File: src/rtl/arm_fetch_pkg.sv
// rtl/arm_fetch_pkg.sv - shared types and constants for the instruction fetch unit
package arm_fetch_pkg;

    localparam int          WORD_W   = 32;
    localparam logic [31:0] PC_STEP  = 32'd4;
    localparam logic [31:0] END_WORD = 32'h0;

    typedef struct packed {
        logic [31:0] pc4;
        logic [31:0] instr;
    } fetch_entry_t;

    function automatic logic [WORD_W-1:0] next_pc(input logic [WORD_W-1:0] pc);
        return pc + PC_STEP;
    endfunction

endpackage

File: src/rtl/fetch_queue.sv
// rtl/fetch_queue.sv - 2-entry registered FIFO of fetched {pc+4, instr} pairs
module fetch_queue
    import arm_fetch_pkg::*;
(
    input  logic         clk,
    input  logic         rst_n,
    input  logic         push,
    input  logic         pop,
    input  logic         clear,
    input  fetch_entry_t wdata,
    output fetch_entry_t head,
    output logic         valid,
    output logic [1:0]   count
);

    logic [1:0]   cnt;
    fetch_entry_t head_q;
    fetch_entry_t tail_q;
    logic         do_pop;
    logic         do_push;

    assign do_pop  = pop & (cnt != 2'd0);
    assign do_push = push & ((cnt != 2'd2) | do_pop);

    always_ff @(posedge clk or negedge rst_n) begin
        if (!rst_n) begin
            cnt    <= 2'd0;
            head_q <= '0;
            tail_q <= '0;
        end else if (clear) begin
            cnt <= 2'd0;
        end else begin
            case ({do_push, do_pop})
                2'b10: begin
                    if (cnt == 2'd0) head_q <= wdata;
                    else             tail_q <= wdata;
                    cnt <= cnt + 2'd1;
                end
                2'b01: begin
                    head_q <= tail_q;
                    cnt    <= cnt - 2'd1;
                end
                2'b11: begin
                    // Full: head advances and the new word takes the tail slot.
                    if (cnt == 2'd2) begin
                        head_q <= tail_q;
                        tail_q <= wdata;
                    end else begin
                        head_q <= wdata;
                    end
                end
                default: ;
            endcase
        end
    end

    assign head  = head_q;
    assign valid = (cnt != 2'd0);
    assign count = cnt;

endmodule

File: src/rtl/arm_fetch_unit.sv
// rtl/arm_fetch_unit.sv - PC owner and fetch buffer; ARM_FETCH_END_DETECT_EN enables halt on zero word
module arm_fetch_unit
    import arm_fetch_pkg::*;
#(
    parameter logic [31:0] PC_RESET = 32'd0,
    parameter int          QDEPTH   = 2
) (
    input  logic              clk,
    input  logic              rst_n,
    output logic [WORD_W-1:0] imem_pc,
    input  logic [WORD_W-1:0] imem_instr,
    input  logic              branch_taken,
    input  logic [WORD_W-1:0] branch_addr,
    input  logic              id_ready,
    output logic              if_valid,
    output logic [WORD_W-1:0] if_instr,
    output logic [WORD_W-1:0] if_pc,
    output logic              halted
);

    localparam logic [1:0] QFULL = 2'(QDEPTH);

    logic [WORD_W-1:0] pc;
    logic [1:0]        count;
    fetch_entry_t      head;
    fetch_entry_t      wdata;
    logic              pop;
    logic              fetch;
    logic              push;
    logic              end_hit;
    logic              halt_q;

    assign pop   = if_valid & id_ready;
    assign fetch = ~halt_q & ((count < QFULL) | pop) & ~branch_taken;

`ifdef ARM_FETCH_END_DETECT_EN
    // Out-of-range memory reads return zero; treat that as end of program.
    assign end_hit = fetch & (imem_instr == END_WORD);

    always_ff @(posedge clk or negedge rst_n) begin
        if (!rst_n)            halt_q <= 1'b0;
        else if (branch_taken) halt_q <= 1'b0;
        else if (end_hit)      halt_q <= 1'b1;
    end
`else
    assign end_hit = 1'b0;
    assign halt_q  = 1'b0;
`endif

    assign push = fetch & ~end_hit;

    always_ff @(posedge clk or negedge rst_n) begin
        if (!rst_n)            pc <= PC_RESET;
        else if (branch_taken) pc <= branch_addr;
        else if (push)         pc <= next_pc(pc);
    end

    assign wdata.pc4   = next_pc(pc);
    assign wdata.instr = imem_instr;

    fetch_queue u_queue (
        .clk   (clk),
        .rst_n (rst_n),
        .push  (push),
        .pop   (pop),
        .clear (branch_taken),
        .wdata (wdata),
        .head  (head),
        .valid (if_valid),
        .count (count)
    );

    assign imem_pc  = pc;
    assign if_instr = head.instr;
    assign if_pc    = head.pc4;
    assign halted   = halt_q;

endmodule
File: config.mk
export PLATFORM = sky130hd
export DESIGN_NAME = arm_fetch_unit
export DESIGN_NICKNAME = d
export VERILOG_FILES = /design/src/rtl/arm_fetch_pkg.sv /design/src/rtl/fetch_queue.sv /design/src/rtl/arm_fetch_unit.sv
export SDC_FILE = /design/constraint.sdc
export NUM_CORES = 1
export LEC_CHECK = 0
export CAP_MARGIN = 15
export CELL_PAD_IN_SITES_DETAIL_PLACEMENT = 0
export CELL_PAD_IN_SITES_GLOBAL_PLACEMENT = 1
export CORE_AREA = 5 5 139 240
export CTS_CLUSTER_SIZE = 16
export DETAILED_ROUTE_END_ITERATION = 10
export DIE_AREA = 0 0 144 245
export PLACE_DENSITY = 0.62
export SYNTH_ARGS = -nofsm -noshare
export SYNTH_HDL_FRONTEND = slang
export SYNTH_HIERARCHICAL = 1
export SYNTH_SLANG_ARGS = --single-unit
File: constraint.sdc
create_clock -name clk -period 3.8 [get_ports clk]
set_input_delay 0.95 -clock clk [delete_from_list [all_inputs] [get_ports clk]]
set_output_delay 0.95 -clock clk [all_outputs]
set_load 0.01 [all_outputs]
# --- Word-level counts from Yosys, hierarchy flattened ---
# Index checks and enable logic that the tools add are counted.
totals:
  regBits: 162
  word_cells: 43
  output_inout_bits: 98
op_classes:
  n_reduce_logical: 8
  n_bitwise: 7
  eq_ne: 8
  mux: 10
  magnitude_cmp: 1
  addsub: 3
op_table:
  columns: ["cell", "count"]
  rows:
  - ["64-bit two-way mux", 4]
  - ["64-bit one-hot mux with 3 select lines", 1]
  - ["64-bit one-hot mux with 2 select lines", 1]
  - ["32-bit two-way mux", 2]
  - ["32-bit by 3-bit adder with 32-bit output, second input constant", 1]
  - ["2-bit == test, second input constant", 3]
  - ["2-bit nonzero test", 3]
  - ["3-bit nonzero test", 2]
  - ["1-bit AND", 4]
  - ["2-bit by 1-bit inequality test with 1-bit output, second input constant", 2]
  - ["2-bit inequality test, second input constant", 2]
  - ["2-bit one-hot mux with 2 select lines", 1]
  - ["4-bit AND reduction", 1]
  - ["3-bit AND reduction", 1]
  - ["2-bit by 1-bit adder with 2-bit output, second input constant", 1]
  - ["2-bit by 1-bit == test with 1-bit output, second input constant", 1]
  - ["2-bit logical NOT", 1]
  - ["2-bit < comparator, second input constant", 1]
  - ["2-bit two-way mux", 1]
  - ["1-bit OR", 2]
  - ["2-bit by 1-bit subtractor with 2-bit output, second input constant", 1]
  - ["1-bit inverter", 1]

# --- Depth between registers and ports, before layout ---
depth:
  depth_word: 8
  mapped_depth: 12
  depth_no_buf: 7

# --- Hierarchy ---
# Netlist, hierarchy kept.
by_module_without_submodules:
  columns: ["mod", "area_per_inst_um2", "instances", "cells_per_inst"]
  rows:
  - ["fetch_queue", 5507.8, 1, 432]
  - ["arm_fetch_unit", 2436.1, 1, 297]

# --- Least setup slack after synthesis ---
# No wires, ideal clock.
synth_timing:
  path_type: "in2reg"
  startpoint: "input id_ready"
  endpoint: "register u_queue.head_q, in the netlist u_queue/head[10]"
  t_arrival_ps: 2787
  path_stages: 11
  setup_slack_ps: 889
  n_path_buf: 5
  cell_sequence: "a21boi_0 > clkbuf_1 > clkbuf_1 > nor2_1 > or3b_1 > a21o_1 > buf_6 > buf_6 > buf_6 > nand2_1 > o21ai_1"
synth_via:
  elab_chain_cells: 7
  elab_cells_between_ends: 13
  classes_between: "eq/ne: 4; mux: 1; bitwise: 6; reduce/logical: 2"
synth_lines:
  columns: ["item", "line", "source"]
  rows:
  - ["start: declaration", "arm_fetch_unit.sv:14", "input logic id_ready,"]
  - ["1-bit AND (*)", "arm_fetch_unit.sv:33", "assign pop = if_valid & id_ready;"]
  - ["1-bit OR (*)", "arm_fetch_unit.sv:34", "assign fetch = ~halt_q & ((count < QFULL) | pop) & ~branch_taken;"]
  - ["1-bit AND (*)", "arm_fetch_unit.sv:34", null]
  - ["named net fetch", "arm_fetch_unit.sv:28", "logic fetch;"]
  - ["1-bit AND (*)", "fetch_queue.sv:23", "assign do_push = push & ((cnt != 2'd2) | do_pop);"]
  - ["2-bit == test or 2-bit by 1-bit == test with 1-bit output (tied branches)", "fetch_queue.sv:33", "case ({do_push, do_pop})"]
  - ["2-bit by 1-bit inequality test with 1-bit output (no source line) or 3-bit nonzero test (tied branches)", null, null]
  - ["3-bit AND reduction (no source line)", null, null]
  - ["end signal: assignment", "fetch_queue.sv:35", "if (cnt == 2'd0) head_q <= wdata;"]
  - ["end signal: assignment", "fetch_queue.sv:40", "head_q <= tail_q;"]
  - ["end signal: assignment", "fetch_queue.sv:46", "head_q <= tail_q;"]
  - ["end: declaration", "fetch_queue.sv:17", "fetch_entry_t head_q;"]
# Mark *: on every way through the listed nets, which the timed path passes. The rest lies on a longest branch.
# A chain may end at the register's enable or synchronous reset.

# --- Worst setup path after layout ---
layout_timing:
  startpoint: "input id_ready"
  endpoint: "register u_queue.head_q, in the netlist u_queue/head[0]"
# Same word-level chain as after synthesis.

==> impl_summary.md <==
Cells and area
The final net count is 938. The non-filler instance count after layout is 1278. The area growth from synthesis to layout is 32.4%. The number of antenna diodes in the final layout is 0.

The layout cell share with drive strength beyond 1 is 10.9%. After filler insertion, the fill cell instance count of the layout stands at 3191. The summed area of non-filler cells in the final layout is 10500 µm².

STA
The count of endpoints failing hold in the final timing report is 0. After routing, the total negative slack on setup checks comes to 0 ns. The part of the cycle the worst path needs is 73.9%. The worst clock skew is 0.00492 ns. Across all setup checks in the final design, the least slack found is 0.990 ns. For this run, the top clock speed supported by timing is 0.356 GHz. Measured against its own limit, the worst slew margin works out to 37.8%. Setup repair after global routing left no endpoint under its margin.

Setup violations remaining at the end of the flow were counted as 0. The number of max-slew violations in the final report came to 0. The shortest period the worst path allows is 2.81 ns.

The actual slew at the worst max-slew pin is 0.925 ns.

Route
The count of routing violations after the opening detailed-route iteration is about 240. Detailed routing inserted a total of 5892 vias. The pre-antenna-repair detailed-routing pass consisted of 4 iterations.

After detailed routing, the number of remaining DRC violations is 0. The per-cell routed wire length is ~17 µm. The remaining number of nets flagged by the antenna check after routing is 0. After detailed routing, the total wire length is 22100 µm.

Using the TritonRoute via totals, the vias-per-cell ratio works out to roughly 4.6.

Logic synthesis
The number of instances in the synthesized netlist is roughly 730. The number of distinct library cells after synthesis is 56. Synthesis inferred 162 register bits. Each instance of the synthesized netlist takes up on average 10.9 µm².

The share of the Yosys chip area taken by registers is 51.0%. In the synthesized netlist the dominant register cell turns out to be dfrtp_1. During synthesis, Yosys emitted a total of 6 warnings.

Of all flip-flops after synthesis, the portion carrying an async set or reset was 100%. The synthesized net count is 798. The number of flops mapped to enable cells by yosys is 0. The summed instance area of the synthesized netlist is 7940 µm².

Floorplan
The total core area is 31300 µm². The die width is about 140 µm. The initial cell density of the core is 25.4%.

The die span in y is approximately 250 µm. 166 I/O pins were placed. The overall die area is between 30000 and 40000 µm². The number of cell rows is 86.

Global routing
The via count of the first global-routing pass is between 6000 and 7000. Global routing used 12.9% of the available tracks. Entering global routing, the biggest net connects around 130 pins. The wire length of the first global-routing pass is 34900 µm. Global routing finished with a remaining overflow of 0. The number of antenna violations at the first check in global routing is 0.

Clock network
The number of gates resized after CTS is 0. The depth of the CTS H-tree is 4. Buffers added to address setup during post-CTS repair amount to 0. Clock-pin slew was measured on the worst setup and hold paths at approximately 0.060 ns. Buffers inserted during clock tree synthesis total 17. In this run the deepest clock path goes through 2 buffers. The clock latency on the worst-skew pair is roughly 0.43 ns. The clock tree from TritonCTS is built. In this run, post-CTS hold repair placed 0 buffers. The count of clock tree sinks is roughly 160. The root buffer cell chosen for the clock tree is clkbuf_16.

Placement
The cell total after placement is ~1200. The routability congestion estimate is 0.755. Prior to clock tree synthesis, the placed netlist has a worst setup slack of 0.419 ns. The placed instances occupy a cell area of 9890 µm². Detailed placement ended at an HPWL of approximately 16000 µm. The count of input and output buffers is 164.

Min path
The startpoint of the tightest hold check path is u_queue/head[44]$_DFFE_PN0P_. The type of the worst min-delay path is reg -> reg.

Worst setup path
In this run the worst path has a maximum fanout of about 100. The startpoint of the worst register-to-register path is imem_pc[5]$_DFFE_PN0P_. The slowest stage of the critical path belongs to the cell clkdlybuf4s50_1. The worst setup path is launched from an input port. The arrival time reported for the critical path endpoint is approximately 3.1 ns. The signal on the critical path passes through clkdlybuf4s50_1, a21boi_2, nor2_1, or3b_1, a21o_4, buf_16, nand2_1, o21ai_0. By startpoint and endpoint, the worst setup path is classified as in -> reg. The data required time at the worst endpoint is 4.10 ns. The origin of the worst setup path is id_ready. On the worst path, the slowest cell contributes a delay of 0.50 ns.

The setup slack on the worst flop-to-flop path is 1.10 ns. The worst setup path is captured at a register.

Power and ir drop
The standby leakage power is 4.62 nW. The worst supply voltage drop on vdd is 0.000302 V. Dividing total power by cell area gives a power density of 559 nW/µm².

Flow run
Max-cap violations in this run came to 0.

Outcome
The run finished with clean final reports.
## where the power goes
group	switching, mW	internal, mW
Sequential	0.328	2.27
Combinational	0.650	0.869
Clock	0.736	1.02
## critical path, delay by kind of cell
family,cells,cell delay [ns]
buffers and inverters,2,0.78
and+or+nand+nor,3,0.89
AOI/OAI and AO/OA,3,0.46
## registers in the layout, summed over array words and instances (netlist names)
signal and count:
u_queue/head 64, u_queue/count 2, imem_pc 32, u_queue/tail_q 64
## synthesized netlist by cell type, drive strengths merged, types with 2 or more instances
library cell	count	area share, %
dfrtp	162	51
nand2	99	4.7
o21ai	80	5.0
mux2	67	9.5
mux2i	66	8.3
buf	32	3.0
xnor2	29	3.2
nor2	25	1.2
clkbuf	20	1.0
nand3	15	1.1
nand4	15	1.4
a31oi	12	0.95
nor3	12	0.82
or4	11	1.0
xor2	9	0.99
inv	7	0.33
nor4	7	0.63
o31ai	7	0.66
a21oi	6	0.38
nor2b	5	0.39
and3	4	0.31
or3	4	0.31
and2	3	0.24
and4	3	0.33
a221o	2	0.25
a22oi	2	0.19
a2bb2oi	2	0.22
a31o	2	0.22
nand2b	2	0.16
nand3b	2	0.19
nor3b	2	0.25
nor4b	2	0.22
## worst paths after layout
path                                                end  cells after the start
setup / recovery            u_queue/head[0]$_DFFE_PN0P_                      8
hold / removal             u_queue/head[44]$_DFFE_PN0P_                      2
setup reg to reg           u_queue/head[61]$_DFFE_PN0P_                      6
hold reg to reg            u_queue/head[44]$_DFFE_PN0P_                      2
max in group asynchronous   u_queue/head[9]$_DFFE_PN0P_                      2
min in group asynchronous        imem_pc[5]$_DFFE_PN0P_                      1
## metal layers
layer  GRT usage [%]  up-vias  share of wire [%]
met5               0        -                  0
met3            3.02       20                4.1
li1                -     2873                  -
met1            15.3     2862                 41
met4            4.63        0                2.0
met2            22.4      137                 53
## final cells by class
cell class / count / area (µm²) / share of cell area (%)
multi-input cells: 508 / 3570 / 33.9
clock inverters: 11 / 128 / 1.21
clock buffers: 21 / 470 / 4.47
flip-flops and latches: 162 / 4050 / 38.5
well taps: 396 / 495 / 4.71
repair buffers: 173 / 1780 / 16.9
inverters: 7 / 26.3 / 0.250
## cells in the final DEF, fill, tap and decap left out, types with 4 or more instances in the layout
master           count
o31ai_1              7
nor2_1              25
clkdlybuf4s50_1    162
buf_12               4
xor2_1               9
nor3_1              11
dfrtp_1            162
a21oi_1              6
nor4_1               6
and3_1               4
inv_1                7
mux2_2              41
buf_4                4
a31oi_1             12
nand2_1             99
or4_1               11
nand3_1             12
xnor2_1             29
nor2b_1              5
clkbuf_16           17
or3_1                4
mux2_1              26
mux2i_1             66
nand4_1             14
o21ai_0             50
o21ai_1             29
## through the flow
step	hold slack, ns	utilization, %	power [mW]
floorplan	0.457	-	3.34
global placement	0.462	31.6	4.14
detailed placement	0.473	31.6	4.19
CTS	0.488	33.5	6.00
global route	0.497	33.6	6.25
finish	0.480	33.6	5.88
## logic make-up (layout without fill, tap and decap cells)
| family | after synthesis | count (layout) | share of synthesized area [%] |
|---|---|---|---|
| flops | 162 | 162 | 51.0 |
| simple gates | 214 | 214 | 13.6 |
| fa+ha+maj | 1 | 1 | 0.157 |
| compound gates | 121 | 121 | 8.77 |
| buf+inv | 59 | 212 | 4.41 |
| mux | 133 | 133 | 17.8 |
| xor+xnor | 38 | 38 | 4.19 |
| other cells | 1 | 1 | 0.0472 |
No activity file was read; power rests on OpenSTA's default activity.
==> RTL edit: new RTL, same settings <==
Add a define of `ARM_FETCH_END_DETECT_EN`.
--- a/src/rtl/arm_fetch_unit.sv
+++ b/src/rtl/arm_fetch_unit.sv
@@ -1,2 +1,4 @@
 // rtl/arm_fetch_unit.sv - PC owner and fetch buffer; ARM_FETCH_END_DETECT_EN enables halt on zero word
+`define ARM_FETCH_END_DETECT_EN
+
 module arm_fetch_unit
Behaviour: not the same (Yosys sat finds a counterexample within 4 cycles, from zero or initial values and one cycle with rst_n low).
==> RTL edit against the unedited design <==
Clock skew up 6.4 ps. Sequential cell count grew 1. Sequential share of layout area increased by 0.23 points. Cell area is essentially flat. Synthesized area shrank 1.0%. Hold slack worse by 38 ps. Setup slack lost 460 ps. Total power hardly changed. Synthesized cell count decreased by 2.1%. Wire length shrank 1.1%. Non-clock buffer count is 6 higher. Maximum frequency fell by 14%. Critical path type unchanged. Highest routed layer unchanged.
==> RTL edit: results (changes against the unedited design) <==
stage;metric;value;unit;change
status;run status;finished clean;;
pwr;Sw Pwr;0.001671;W;-2.5%
pwr;Clock Power Share;29.9;%;about the same
timing;skew final;11.31;ps;+6.384 ps
yosys;top post-synthesis cells by area;dfrtp_1 (52%), mux2i_1 (8.3%), mux2_2 (5.9%), nand2_1 (4.3%), mux2_1 (3.7%);;
placement;RD Place Congestion;0.7658;;+1.4%
yosys;top cells by count, synth;dfrtp_1 (163), nand2_1 (91), mux2i_1 (65);;
placement;Port Buffer Count;165;;+0.61%
grt;gr usage total;12.68;%;-0.19 points
drt;Routed WL;21.81;mm;-1.1%
timing;fmax;306.1;MHz;-14%
cells_and_area;Nets;933;;-0.53%
pwr;combinational power share;25.8;%;about the same
cells_and_area;Seq cells;163;;+0.62%
timing;Tightest Pin Transition;938.1;ps;+13.35 ps
setup_path;Crit path arrival time;3610;ps;+500 ps
grt;largest net degree at the start of global routing;72;;-44%
yosys;Netlist cell types;45;;-20%
drt;via count;5715;;-3.0%
cells_and_area;buffer share of cell area;17.54;%;+0.66 points
yosys;Avg Inst Size Synth;11.01;µm²;+1.0%
drt;DR WL met2;11.40;mm;-2.8%
yosys;syn_nets;783;;-1.9%
cells_and_area;clk tree area frac;5.602;%;-0.085 points
pwr;peak supply drop;0.3274;mV;+8.5%
cells_and_area;layout cells sized above 1;10.63;%;-0.26 points
cells_and_area;multi-input gates;499;;-1.8%
drt;1st-iter DRT viols;227;;-4.2%
cells_and_area;multi-input combinational area share;33.23;%;-0.70 points
yosys;post-synthesis sequential area ratio;51.89;%;+0.85 points
min_path;Hold WC Path Type;input port to async pin;;
grt;first-pass GRT wire length;34.00;mm;-2.5%
setup_path;max incr delay on CP;460;ps;-40 ps
drt;met3 WL post-DR;806;µm;-9.8%
grt;vias in the first global route;5799;;-3.9%
cells_and_area;bufs w/o clock;179;;+3.5%
[RTL edit: per-stage QoR]
step / instances / util, % / total power, W / worst slack, ps
final: 1271 / 33.60 / 0.005873 / 533.1
after CTS: 1271 / 33.60 / 0.005988 / 455.2
after detailed placement: 1241 / 31.72 / 0.004196 / -10.53
after floorplan: 714 / - / 0.003325 / 649.7
after global placement: 1241 / 31.72 / 0.004150 / 92.03
after global routing: 1271 / 33.60 / 0.006228 / 353.2
[RTL edit: routing by layer]
layer,GRT usage [%],vias to the layer above
met2,22.04,118
met3,2.534,22
met1,15.09,2725
met4,5.155,0
li1,-,2850
met5,0,-
[RTL edit: cell families (layout without fill, tap and decap cells)]
kind of cell | count (synthesis) | after routing | share of synthesized area, %
DFF | 163 | 163 | 51.89
and+or+nand+nor | 195 | 195 | 12.16
adders and majority gates | 1 | 1 | 0.1591
xor gates and xnor gates | 39 | 39 | 4.345
buffers and inverters | 52 | 213 | 4.011
muxes | 132 | 132 | 17.87
AOI/OAI and AO/OA | 132 | 132 | 9.566
